**config.mk**
```make
export PLATFORM = sky130hd
export DESIGN_NAME = pipeline_hazard_ctrl
export DESIGN_NICKNAME = d
export VERILOG_FILES = /design/src/rtl/pipeline_hazard_ctrl.sv
export SDC_FILE = /design/constraint.sdc
export NUM_CORES = 1
export LEC_CHECK = 0
export ABC_AREA = 1
export ABC_CLOCK_PERIOD_IN_PS = 1600
export CAP_MARGIN = 30
export CELL_PAD_IN_SITES_DETAIL_PLACEMENT = 0
export CELL_PAD_IN_SITES_GLOBAL_PLACEMENT = 1
export CORE_MARGIN = 1
export CORE_UTILIZATION = 34
export DETAILED_ROUTE_END_ITERATION = 10
export DONT_BUFFER_PORTS = 1
export PLACE_DENSITY_LB_ADDON = 0.2
export SLEW_MARGIN = 10
export SYNTH_ARGS = -nofsm -noshare
export SYNTH_HDL_FRONTEND = slang
export SYNTH_SLANG_ARGS = --single-unit
export TNS_END_PERCENT = 100
```
**constraint.sdc**
```tcl
create_clock -name clk -period 1.6 [get_ports clk]
set_input_delay 0 -clock clk [delete_from_list [all_inputs] [get_ports clk]]
set_output_delay 0 -clock clk [all_outputs]
set_load 0.01 [all_outputs]
```
**src/rtl/pipeline_hazard_ctrl.sv**
```systemverilog
// Purpose: per-stage enable/flush sequencing for a 5-stage RISC-V pipeline covering load-use, EX redirect, data-memory wait and timeout.
// Latency: enables and flushes are combinational from the current state and inputs (Mealy); state and counters update on the next clk edge.
// Backpressure: a data-memory wait freezes every stage, and a wait of MEM_TIMEOUT cycles latches ERROR, which freezes the pipe until reset.
//
// Ports:
//   clk, reset                     rising-edge clock, synchronous active-low reset
//   id_rs1/id_rs2, id_uses_rs1/2   source registers of the IF/ID instruction and their use flags
//   ex_rd, ex_mem_read             destination register of the ID/EX instruction, and whether it is a load
//   ex_pc_sel                      taken branch/jump resolved in EX
//   mem_req, mem_ready             MEM-stage data access request and its completion
//   pc_en .. mem_wb_en             pipeline register load enables
//   if_id_flush, id_ex_flush       insert NOP into IF/ID, insert bubble into ID/EX
//   state, err                     RUN=00 / MEM_WAIT=01 / ERROR=10, sticky timeout flag
//   stall_cnt, flush_cnt           saturating performance counters
module pipeline_hazard_ctrl #(
    parameter int MEM_TIMEOUT = 16,
    parameter int CNT_W       = 16
) (
    input  logic             clk,
    input  logic             reset,
    input  logic [4:0]       id_rs1,
    input  logic [4:0]       id_rs2,
    input  logic             id_uses_rs1,
    input  logic             id_uses_rs2,
    input  logic [4:0]       ex_rd,
    input  logic             ex_mem_read,
    input  logic             ex_pc_sel,
    input  logic             mem_req,
    input  logic             mem_ready,
    output logic             pc_en,
    output logic             if_id_en,
    output logic             id_ex_en,
    output logic             ex_mem_en,
    output logic             mem_wb_en,
    output logic             if_id_flush,
    output logic             id_ex_flush,
    output logic [1:0]       state,
    output logic             err,
    output logic [CNT_W-1:0] stall_cnt,
    output logic [CNT_W-1:0] flush_cnt
);

    localparam int                WAIT_W    = $clog2(MEM_TIMEOUT + 1);
    localparam logic [WAIT_W-1:0] WAIT_LAST = WAIT_W'(MEM_TIMEOUT - 1);

    typedef enum logic [1:0] {
        ST_RUN      = 2'b00,
        ST_MEM_WAIT = 2'b01,
        ST_ERROR    = 2'b10
    } state_t;

    state_t            state_q;
    state_t            state_d;
    logic [WAIT_W-1:0] wait_q;
    logic [WAIT_W-1:0] wait_d;
    logic [CNT_W-1:0]  stall_q;
    logic [CNT_W-1:0]  flush_q;

    logic load_use;
    logic mem_stall;
    logic stall_inc;
    logic flush_inc;

    // x0 is hardwired to zero, so a load targeting it never creates a dependency.
    assign load_use = ex_mem_read && (ex_rd != 5'd0) &&
                      ((id_uses_rs1 && (ex_rd == id_rs1)) ||
                       (id_uses_rs2 && (ex_rd == id_rs2)));

    // A MEM_WAIT cycle with mem_req low is not a stall, so it releases like mem_ready.
    assign mem_stall = mem_req && !mem_ready;

    // State register, wait counter and performance counters.
    always_ff @(posedge clk) begin
        if (!reset) begin
            state_q <= ST_RUN;
            wait_q  <= '0;
            stall_q <= '0;
            flush_q <= '0;
        end else begin
            state_q <= state_d;
            wait_q  <= wait_d;
            if (stall_inc && (stall_q != {CNT_W{1'b1}})) begin
                stall_q <= stall_q + CNT_W'(1);
            end
            if (flush_inc && (flush_q != {CNT_W{1'b1}})) begin
                flush_q <= flush_q + CNT_W'(1);
            end
        end
    end

    // Next-state logic. wait_q counts not-ready cycles already spent; the
    // cycle that finds it at MEM_TIMEOUT-1 and still stalled is the last one.
    always_comb begin
        state_d = state_q;
        wait_d  = wait_q;
        unique case (state_q)
            ST_RUN: begin
                if (mem_stall) begin
                    state_d = ST_MEM_WAIT;
                    wait_d  = WAIT_W'(1);
                end
            end
            ST_MEM_WAIT: begin
                if (!mem_stall) begin
                    state_d = ST_RUN;
                    wait_d  = '0;
                end else if (wait_q == WAIT_LAST) begin
                    state_d = ST_ERROR;
                end else begin
                    wait_d = wait_q + WAIT_W'(1);
                end
            end
            ST_ERROR: begin
                state_d = ST_ERROR;
            end
            default: begin
                state_d = ST_RUN;
                wait_d  = '0;
            end
        endcase
    end

    // Output logic. RUN and MEM_WAIT share the priority chain: the MEM_WAIT
    // release cycle is evaluated exactly like a RUN cycle.
    always_comb begin
        pc_en       = 1'b1;
        if_id_en    = 1'b1;
        id_ex_en    = 1'b1;
        ex_mem_en   = 1'b1;
        mem_wb_en   = 1'b1;
        if_id_flush = 1'b0;
        id_ex_flush = 1'b0;
        err         = 1'b0;
        stall_inc   = 1'b0;
        flush_inc   = 1'b0;
        // While reset is low the pipeline registers run their own reset, so
        // every enable stays high and no flush or error is asserted.
        if (reset) begin
            if (state_q == ST_ERROR) begin
                pc_en     = 1'b0;
                if_id_en  = 1'b0;
                id_ex_en  = 1'b0;
                ex_mem_en = 1'b0;
                mem_wb_en = 1'b0;
                err       = 1'b1;
            end else if (mem_stall) begin
                pc_en     = 1'b0;
                if_id_en  = 1'b0;
                id_ex_en  = 1'b0;
                ex_mem_en = 1'b0;
                mem_wb_en = 1'b0;
                stall_inc = 1'b1;
            end else if (ex_pc_sel) begin
                // Both younger instructions are on the wrong path, including
                // any load-use consumer, so no stall is counted here.
                if_id_flush = 1'b1;
                id_ex_flush = 1'b1;
                flush_inc   = 1'b1;
            end else if (load_use) begin
                // Hold PC and IF/ID; ID/EX stays enabled so it captures the bubble.
                pc_en       = 1'b0;
                if_id_en    = 1'b0;
                id_ex_flush = 1'b1;
                stall_inc   = 1'b1;
            end
        end
    end

    assign state     = state_q;
    assign stall_cnt = stall_q;
    assign flush_cnt = flush_q;

endmodule

```
==> impl_metrics.env, run 1 <==
export IMPL_syn_area_um2=2410
export IMPL_wl_per_cell_um=12.1
export IMPL_synth_warnings=0
export IMPL_syn2layout_area_growth_pct=33.3
export IMPL_cpLargestDelayFamily="simple AND/OR/NAND/NOR gates"
export IMPL_pwr_share_clk_pct=39.6
export IMPL_grt_busiest_layer="met2"
export IMPL_grt_pass1_wl_mm=10.2
export IMPL_drc=0
export IMPL_grt_util_met3_pct=4.19
export IMPL_rows=30
export IMPL_grtUsageTotal_pct=17.3
export IMPL_initialDrtViolationCount=80
export IMPL_cts_inserted_buffers=5
export IMPL_hold_viol_final=0
export IMPL_synth_seq_cells=39
export IMPL_p_int_mw=1.57
export IMPL_crit_cells=8
export IMPL_seq_power_share_pct=47.1
export IMPL_cts_clk_slew_worst_paths_ns=0.09
export IMPL_io_pins=65
export IMPL_first_pass_iters=4
export IMPL_pre_cts_ws_ns=-0.00522
export IMPL_drv_slew=0
export IMPL_grt_overflow=0
export IMPL_rr_worst_depth=8
export IMPL_power_density_nw_per_um2=663
export IMPL_startpoint_type="register"
export IMPL_max_freq_mhz=658
export IMPL_power_share_switching_pct=26.5
export IMPL_critical_path_class="register to register"
export IMPL_synth_seq_area_share_pct=32.3
export IMPL_coreArea_um2=6830
export IMPL_crit_chain="ha_4 > nand3_2 > buf_4 > nor2_1 > and2_1 > nand2_1 > nor3_1 > nor3_2"
export IMPL_fin_nets=470
export IMPL_tightest_slew_ns=0.752
export IMPL_slew_headroom_pct=49.7
export IMPL_crit_path_max_fanout=3
export IMPL_status="complete, no violations"
export IMPL_fin_ws_ns=0.0799
export IMPL_synthCells=386
export IMPL_gp_congestion=0.776
export IMPL_grt_pass1_vias=2350
export IMPL_setup_viol=0
export IMPL_switching_power_mw=0.565
export IMPL_syn_avg_cell_area_um2=6.26
export IMPL_grtUsageMet2_pct=29.7
export IMPL_ant_nets=0
export IMPL_antenna_cells=0
export IMPL_combPwrFrac_pct=13.2
export IMPL_grt_setup_unrepaired="yes"
export IMPL_period_minus_slack_ns=1.52
export IMPL_start_util_pct=35.3
export IMPL_p_leak_nw=1.46
export IMPL_grt_max_degree=25
export IMPL_die_area_um2=7440
export IMPL_fin_skew_ns=0.0127
export IMPL_ir_worst_vdd_mv=0.313
export IMPL_crit_slowest_cell="dfxtp_2"
export IMPL_fp_dieH_um=86.3
export IMPL_hpwl_mm=4.69
export IMPL_vias=2488
export IMPL_max_cap_violations=0
export IMPL_synth_cell_types=32
export IMPL_slowest_delay_ns=0.36
export IMPL_die_x_um=86.3
export IMPL_grt_use_met1_pct=21.2
export IMPL_htree_num_levels=2
export IMPL_portBuffers=0
export IMPL_wl_mm=6.55
export IMPL_cts_tree="built"
export IMPL_fillers=749
export IMPL_clk_insertion_delay_late_ns=0.30
export IMPL_cts_sinks=39
export IMPL_critical_path_arrival_ns=1.71
export IMPL_layout_drive_gt1_share_pct=27.5
export IMPL_holdCritPathClass="primary input to register"
export IMPL_root_buffer="clkbuf_8"
export IMPL_cp_end_kind="register"
export IMPL_hold_ws_ns=0.0315
export IMPL_antenna_found_initial=0
export IMPL_crit_buf_inv=1
export IMPL_cp_required_ns=1.79
export IMPL_min_path_cells=3
export IMPL_vias_per_cell=4.61
export IMPL_clock_path_buffers=2
export IMPL_timing_final_crit_share_pct=95.0
export IMPL_synth_fp_nets=413
==> logic make-up (layout without fill, tap and decap cells) <==
logic type	Yosys count	after routing	share of synthesized area (%)
compound gates	45	45	9.53
buf+inv	70	128	12.1
flops	39	39	32.3
simple gates	221	221	41.5
fa+ha+maj	4	4	2.07
xor+xnor	7	7	2.54
==> flip-flops by register name, indices dropped and copies added, names as in the netlist <==
| name | cells |
|---|---|
| flush_cnt | 16 |
| stall_cnt | 16 |
| wait_q | 5 |
| state | 2 |
==> layout by cell type, fill, tap and decap left out, drive strengths merged <==
cell | netlist | layout
nand2 | 99 | 99
nor2 | 72 | 72
inv | 60 | 60
buf | 8 | 56
dfxtp | 39 | 39
a21oi | 26 | 26
nand3 | 21 | 21
o21ai | 17 | 17
nor3 | 13 | 13
nand4 | 9 | 9
xor2 | 6 | 6
clkbuf | 2 | 5
dlygate4sd3 | 0 | 4
ha | 4 | 4
nand3b | 3 | 3
nor3b | 2 | 2
clkinv | 0 | 2
a22oi | 1 | 1
xnor2 | 1 | 1
and2 | 1 | 1
nor4 | 1 | 1
o21bai | 1 | 1
bufinv | 0 | 1
==> power by group through the flow <==
stage,Clock [mW],Combinational (mW),Sequential (mW)
finish,0.845,0.282,1.00
global route,0.916,0.317,1.01
CTS,0.883,0.268,1.00
detailed placement,0,0.238,1.02
global placement,0,0.235,1.02
floorplan,0,0.163,1.04
==> per-layer routing <==
layer / part of all wire (%) / up-vias / wire length, um
li1: - / 1325 / -
met1: 46 / 1105 / 3010
met2: 48 / 53 / 3140
met3: 5.1 / 5 / 336
met4: 0.89 / 0 / 58
met5: 0 / - / 0
==> final timing paths <==
| path | startpoint | endpoint | slack, ns |
|---|---|---|---|
| max | flush_cnt[0]$_SDFFE_PN0P_ | flush_cnt[12]$_SDFFE_PN0P_ | 0.08 |
| min | reset | stall_cnt[9]$_SDFFE_PN0P_ | 0.03 |
| min reg2reg | flush_cnt[9]$_SDFFE_PN0P_ | flush_cnt[9]$_SDFFE_PN0P_ | 0.50 |
| max reg2reg | flush_cnt[0]$_SDFFE_PN0P_ | flush_cnt[12]$_SDFFE_PN0P_ | 0.08 |
==> Yosys cell counts (all sizes together) <==
| master | n | area, um^2 |
|---|---|---|
| inv | 60 | 228 |
| o21ai | 17 | 85.1 |
| buf | 8 | 56.3 |
| a22oi | 1 | 7.51 |
| dfxtp | 39 | 781 |
| nand4 | 9 | 68.8 |
| and2 | 1 | 6.26 |
| nor2 | 72 | 305 |
| clkbuf | 2 | 7.51 |
| ha | 4 | 50.1 |
| nor4 | 1 | 6.26 |
| a21oi | 26 | 130 |
| nor3 | 13 | 70.1 |
| nand2 | 99 | 397 |
| xor2 | 6 | 52.6 |
| o21bai | 1 | 7.51 |
| nand3b | 3 | 22.5 |
| nor3b | 2 | 15.0 |
| xnor2 | 1 | 8.76 |
| nand3 | 21 | 110 |
==> through the flow <==
stage | TNS [ns] | cell area [um^2] | power, mW | util, % | std cells
6_report | 0 | 3220 | 2.13 | 47.1 | 540
5_1_grt | -0.225 | 3220 | 2.24 | 47.1 | 540
4_1_cts | 0 | 3020 | 2.15 | 44.2 | 534
3_5_place_dp | -0.00790 | 2840 | 1.26 | 41.6 | 521
3_3_place_gp | 0 | 2840 | 1.26 | 41.6 | 521
2_1_floorplan | 0 | 2410 | 1.20 | - | 386
==> layout make-up <==
cell class | count | area, um^2 | area share [%]
tap | 96 | 120 | 3.73
multi-input combinational | 277 | 1480 | 46.1
sequential | 39 | 797 | 24.8
clock buffer | 5 | 68.8 | 2.14
inverter | 60 | 233 | 7.23
clock inverter | 3 | 43.8 | 1.36
timing repair buffer | 60 | 473 | 14.7
==> worst min-delay path, cell delays in order <==
cell    delay [ns]
buf_12        0.08
inv_2         0.10
nor2_1        0.11
==> repair_timing <==
item	4_1_cts	5_1_grt
endpoints found under the setup margin	5	31
buffers inserted	0	6
pin swaps	0	10
gates resized for setup	2	44
hold buffers	5	0
endpoints found under the hold margin	37	0
cloned	0	0
Note: power is estimated with default switching activity, not from simulation.
==> run 2: changes to the inputs <==
ABC_CLOCK_PERIOD_IN_PS = 1200   (was 1600)
clock period = 1.2 ns   (was 1.6 ns; I/O delays follow)
==> impl_metrics.env, run 2 (synthesis gave the netlist of run 1 again) <==
export IMPL_clock_path_buffers=2
export IMPL_hpwl_mm=4.89
export IMPL_ff_latch_area_um2=823
export IMPL_grt_setup_unrepaired="yes"
export IMPL_crit_path_max_fanout=3
export IMPL_critical_path_arrival_ns=1.66
export IMPL_htree_num_levels=2
export IMPL_fin_skew_ns=0.00263
export IMPL_portBuffers=0
export IMPL_min_path_cells=2
export IMPL_multi_input_area_um2=1730
export IMPL_initialDrtViolationCount=108
export IMPL_setup_viol=45
export IMPL_grt_overflow=0
export IMPL_vias=2665
export IMPL_critical_path_class="register to register"
export IMPL_coreArea_um2=6830
export IMPL_grt_use_met1_pct=21.8
export IMPL_grt_pass1_vias=2477
export IMPL_fp_dieH_um=86.3
export IMPL_max_freq_mhz=675
export IMPL_syn2layout_area_growth_pct=60.4
export IMPL_grt_max_degree=33
export IMPL_gp_congestion=0.832
export IMPL_pre_cts_ws_ns=-0.290
export IMPL_hold_viol_final=31
export IMPL_hold_start="reset"
export IMPL_final_common_cell="buf_4"
export IMPL_wl_per_cell_um=12.0
export IMPL_grtUsageTotal_pct=18.3
export IMPL_root_buffer="clkbuf_8"
export IMPL_tightest_slew_ns=0.347
export IMPL_holdPathEnd="flush_cnt[2]$_SDFFE_PN0P_"
export IMPL_cts_hold_buffers=1
export IMPL_fin_cells=583
export IMPL_cp_required_ns=1.38
export IMPL_violations="hold timing, setup timing"
export IMPL_first_pass_iters=4
export IMPL_wl_mm=6.99
export IMPL_fin_ws_ns=-0.282
export IMPL_die_x_um=86.3
export IMPL_layout_drive_gt1_share_pct=44.1
export IMPL_rr_worst_depth=10
export IMPL_die_area_um2=7440
export IMPL_grtUsageMet2_pct=33.5
export IMPL_grt_util_met3_pct=3.62
export IMPL_power_density_nw_per_um2=690
export IMPL_io_pins=65
export IMPL_startpoint_type="register"
export IMPL_r2r_end="wait_q[3]$_SDFFE_PN0P_"
export IMPL_fin_nets=513
export IMPL_grt_busiest_layer="met2"
export IMPL_fillers=663
export IMPL_cts_tree="built"
export IMPL_period_minus_slack_ns=1.48
export IMPL_cp_end_kind="register"
export IMPL_antenna_found_initial=0
export IMPL_ant_nets=0
export IMPL_layout_common_cells="buf_4 (86), nand2_1 (82), nor2_1 (56)"
export IMPL_antenna_cells=0
export IMPL_place_inst=554
export IMPL_start_util_pct=35.3
export IMPL_max_cap_violations=0
export IMPL_slew_headroom_pct=76.6
export IMPL_clk_insertion_delay_late_ns=0.29
export IMPL_r2r_slack_ns=-0.28
export IMPL_status="complete, but fails checks"
export IMPL_vias_per_cell=4.57
export IMPL_p_leak_nw=1.81
export IMPL_cts_sinks=39
export IMPL_cts_inserted_buffers=5
export IMPL_rows=30
export IMPL_drc=0
export IMPL_holdCritPathClass="primary input to register"
export IMPL_cts_clk_slew_worst_paths_ns=0.08
export IMPL_grt_pass1_wl_mm=10.8
export IMPL_r2r_start="wait_q[1]$_SDFFE_PN0P_"
export IMPL_hold_ws_ns=-0.186
export IMPL_timing_final_crit_share_pct=124
export IMPL_drv_slew=0
export IMPL_ir_worst_vdd_mv=0.526
-- run 2: cell types whose count changed in the layout (fill, tap and decap cells not counted), moves of 8 or more --
| cell | before | now |
|---|---|---|
| a21oi_1 | 26 | 16 |
| a21oi_2 | 0 | 8 |
| buf_4 | 55 | 86 |
| buf_6 | 0 | 11 |
| dfxtp_1 | 28 | 19 |
| o21ai_0 | 12 | 2 |
| o21ai_2 | 0 | 10 |
-- run 2: through the flow --
stage          cell area, um^2  utilization [%]  power [mW]  TNS [ns]
2_1_floorplan             2580                -        1.61     -5.82
3_3_place_gp              3260             47.8        1.72     -6.68
3_5_place_dp              3260             47.8        1.73     -7.51
4_1_cts                   3610             52.8        2.67     -7.35
5_1_grt                   3870             56.7        2.81    -12.83
6_report                  3870             56.7        2.67     -9.05
-- run 2: metal layers --
metal  part of all wire (%)  up-vias
li1                       -     1411
met1                     45     1197
met2                     50       53
met3                    4.1        4
met4                   0.87        0
met5                      0        -
-- run 2: how the worst max path moves through the flow --
stage                         startpoint                         end  slack [ns]  cells past startpoint
6_report          wait_q[1]$_SDFFE_PN0P_      wait_q[3]$_SDFFE_PN0P_       -0.28                     10
5_1_grt           wait_q[1]$_SDFFE_PN0P_      wait_q[3]$_SDFFE_PN0P_       -0.39                     10
3_3_place_gp   stall_cnt[1]$_SDFFE_PN0P_   stall_cnt[9]$_SDFFE_PN0P_       -0.25                     12
4_1_cts        stall_cnt[1]$_SDFFE_PN0P_  stall_cnt[14]$_SDFFE_PN0P_       -0.25                     11
2_1_floorplan  stall_cnt[1]$_SDFFE_PN0P_   stall_cnt[9]$_SDFFE_PN0P_       -0.25                     12
3_5_place_dp   stall_cnt[1]$_SDFFE_PN0P_   stall_cnt[9]$_SDFFE_PN0P_       -0.29                     12
-- run 2: repair_timing --
item / in CTS / in global routing
pin swaps: 21 / 23
gates cloned: 0 / 1
buffers inserted: 14 / 9
gates resized for setup: 46 / 50
endpoints found under the setup margin: 46 / 47
endpoints found under the hold margin: 32 / 31
-- run 2: layout make-up --
cell class	instances	share of cell area (%)
tap	96	3.10
timing repair buffer	102	21.9
sequential	39	21.3
timing repair inverter	1	0.420
multi-input combinational	277	44.6
clock inverter	1	0.129
clock buffer	7	1.97
inverter	60	6.59
-- run 2: power breakdown --
group / leakage [nW] / internal [mW] / total (mW) / switching [mW]
registers: 0.327 / 1.31 / 1.34 / 0.0254
clock network: 0.0422 / 0.409 / 0.880 / 0.472
logic: 1.44 / 0.207 / 0.456 / 0.248
-- run 2: critical path, stage by stage, from the launching register on --
cell	delay (ns)
dfxtp_2	0.36
ha_4	0.15
inv_4	0.04
nor3_4	0.11
ha_2	0.24
nand2_4	0.07
nand2_4	0.08
inv_2	0.04
nand4_1	0.07
xor2_1	0.17
nor2_1	0.05
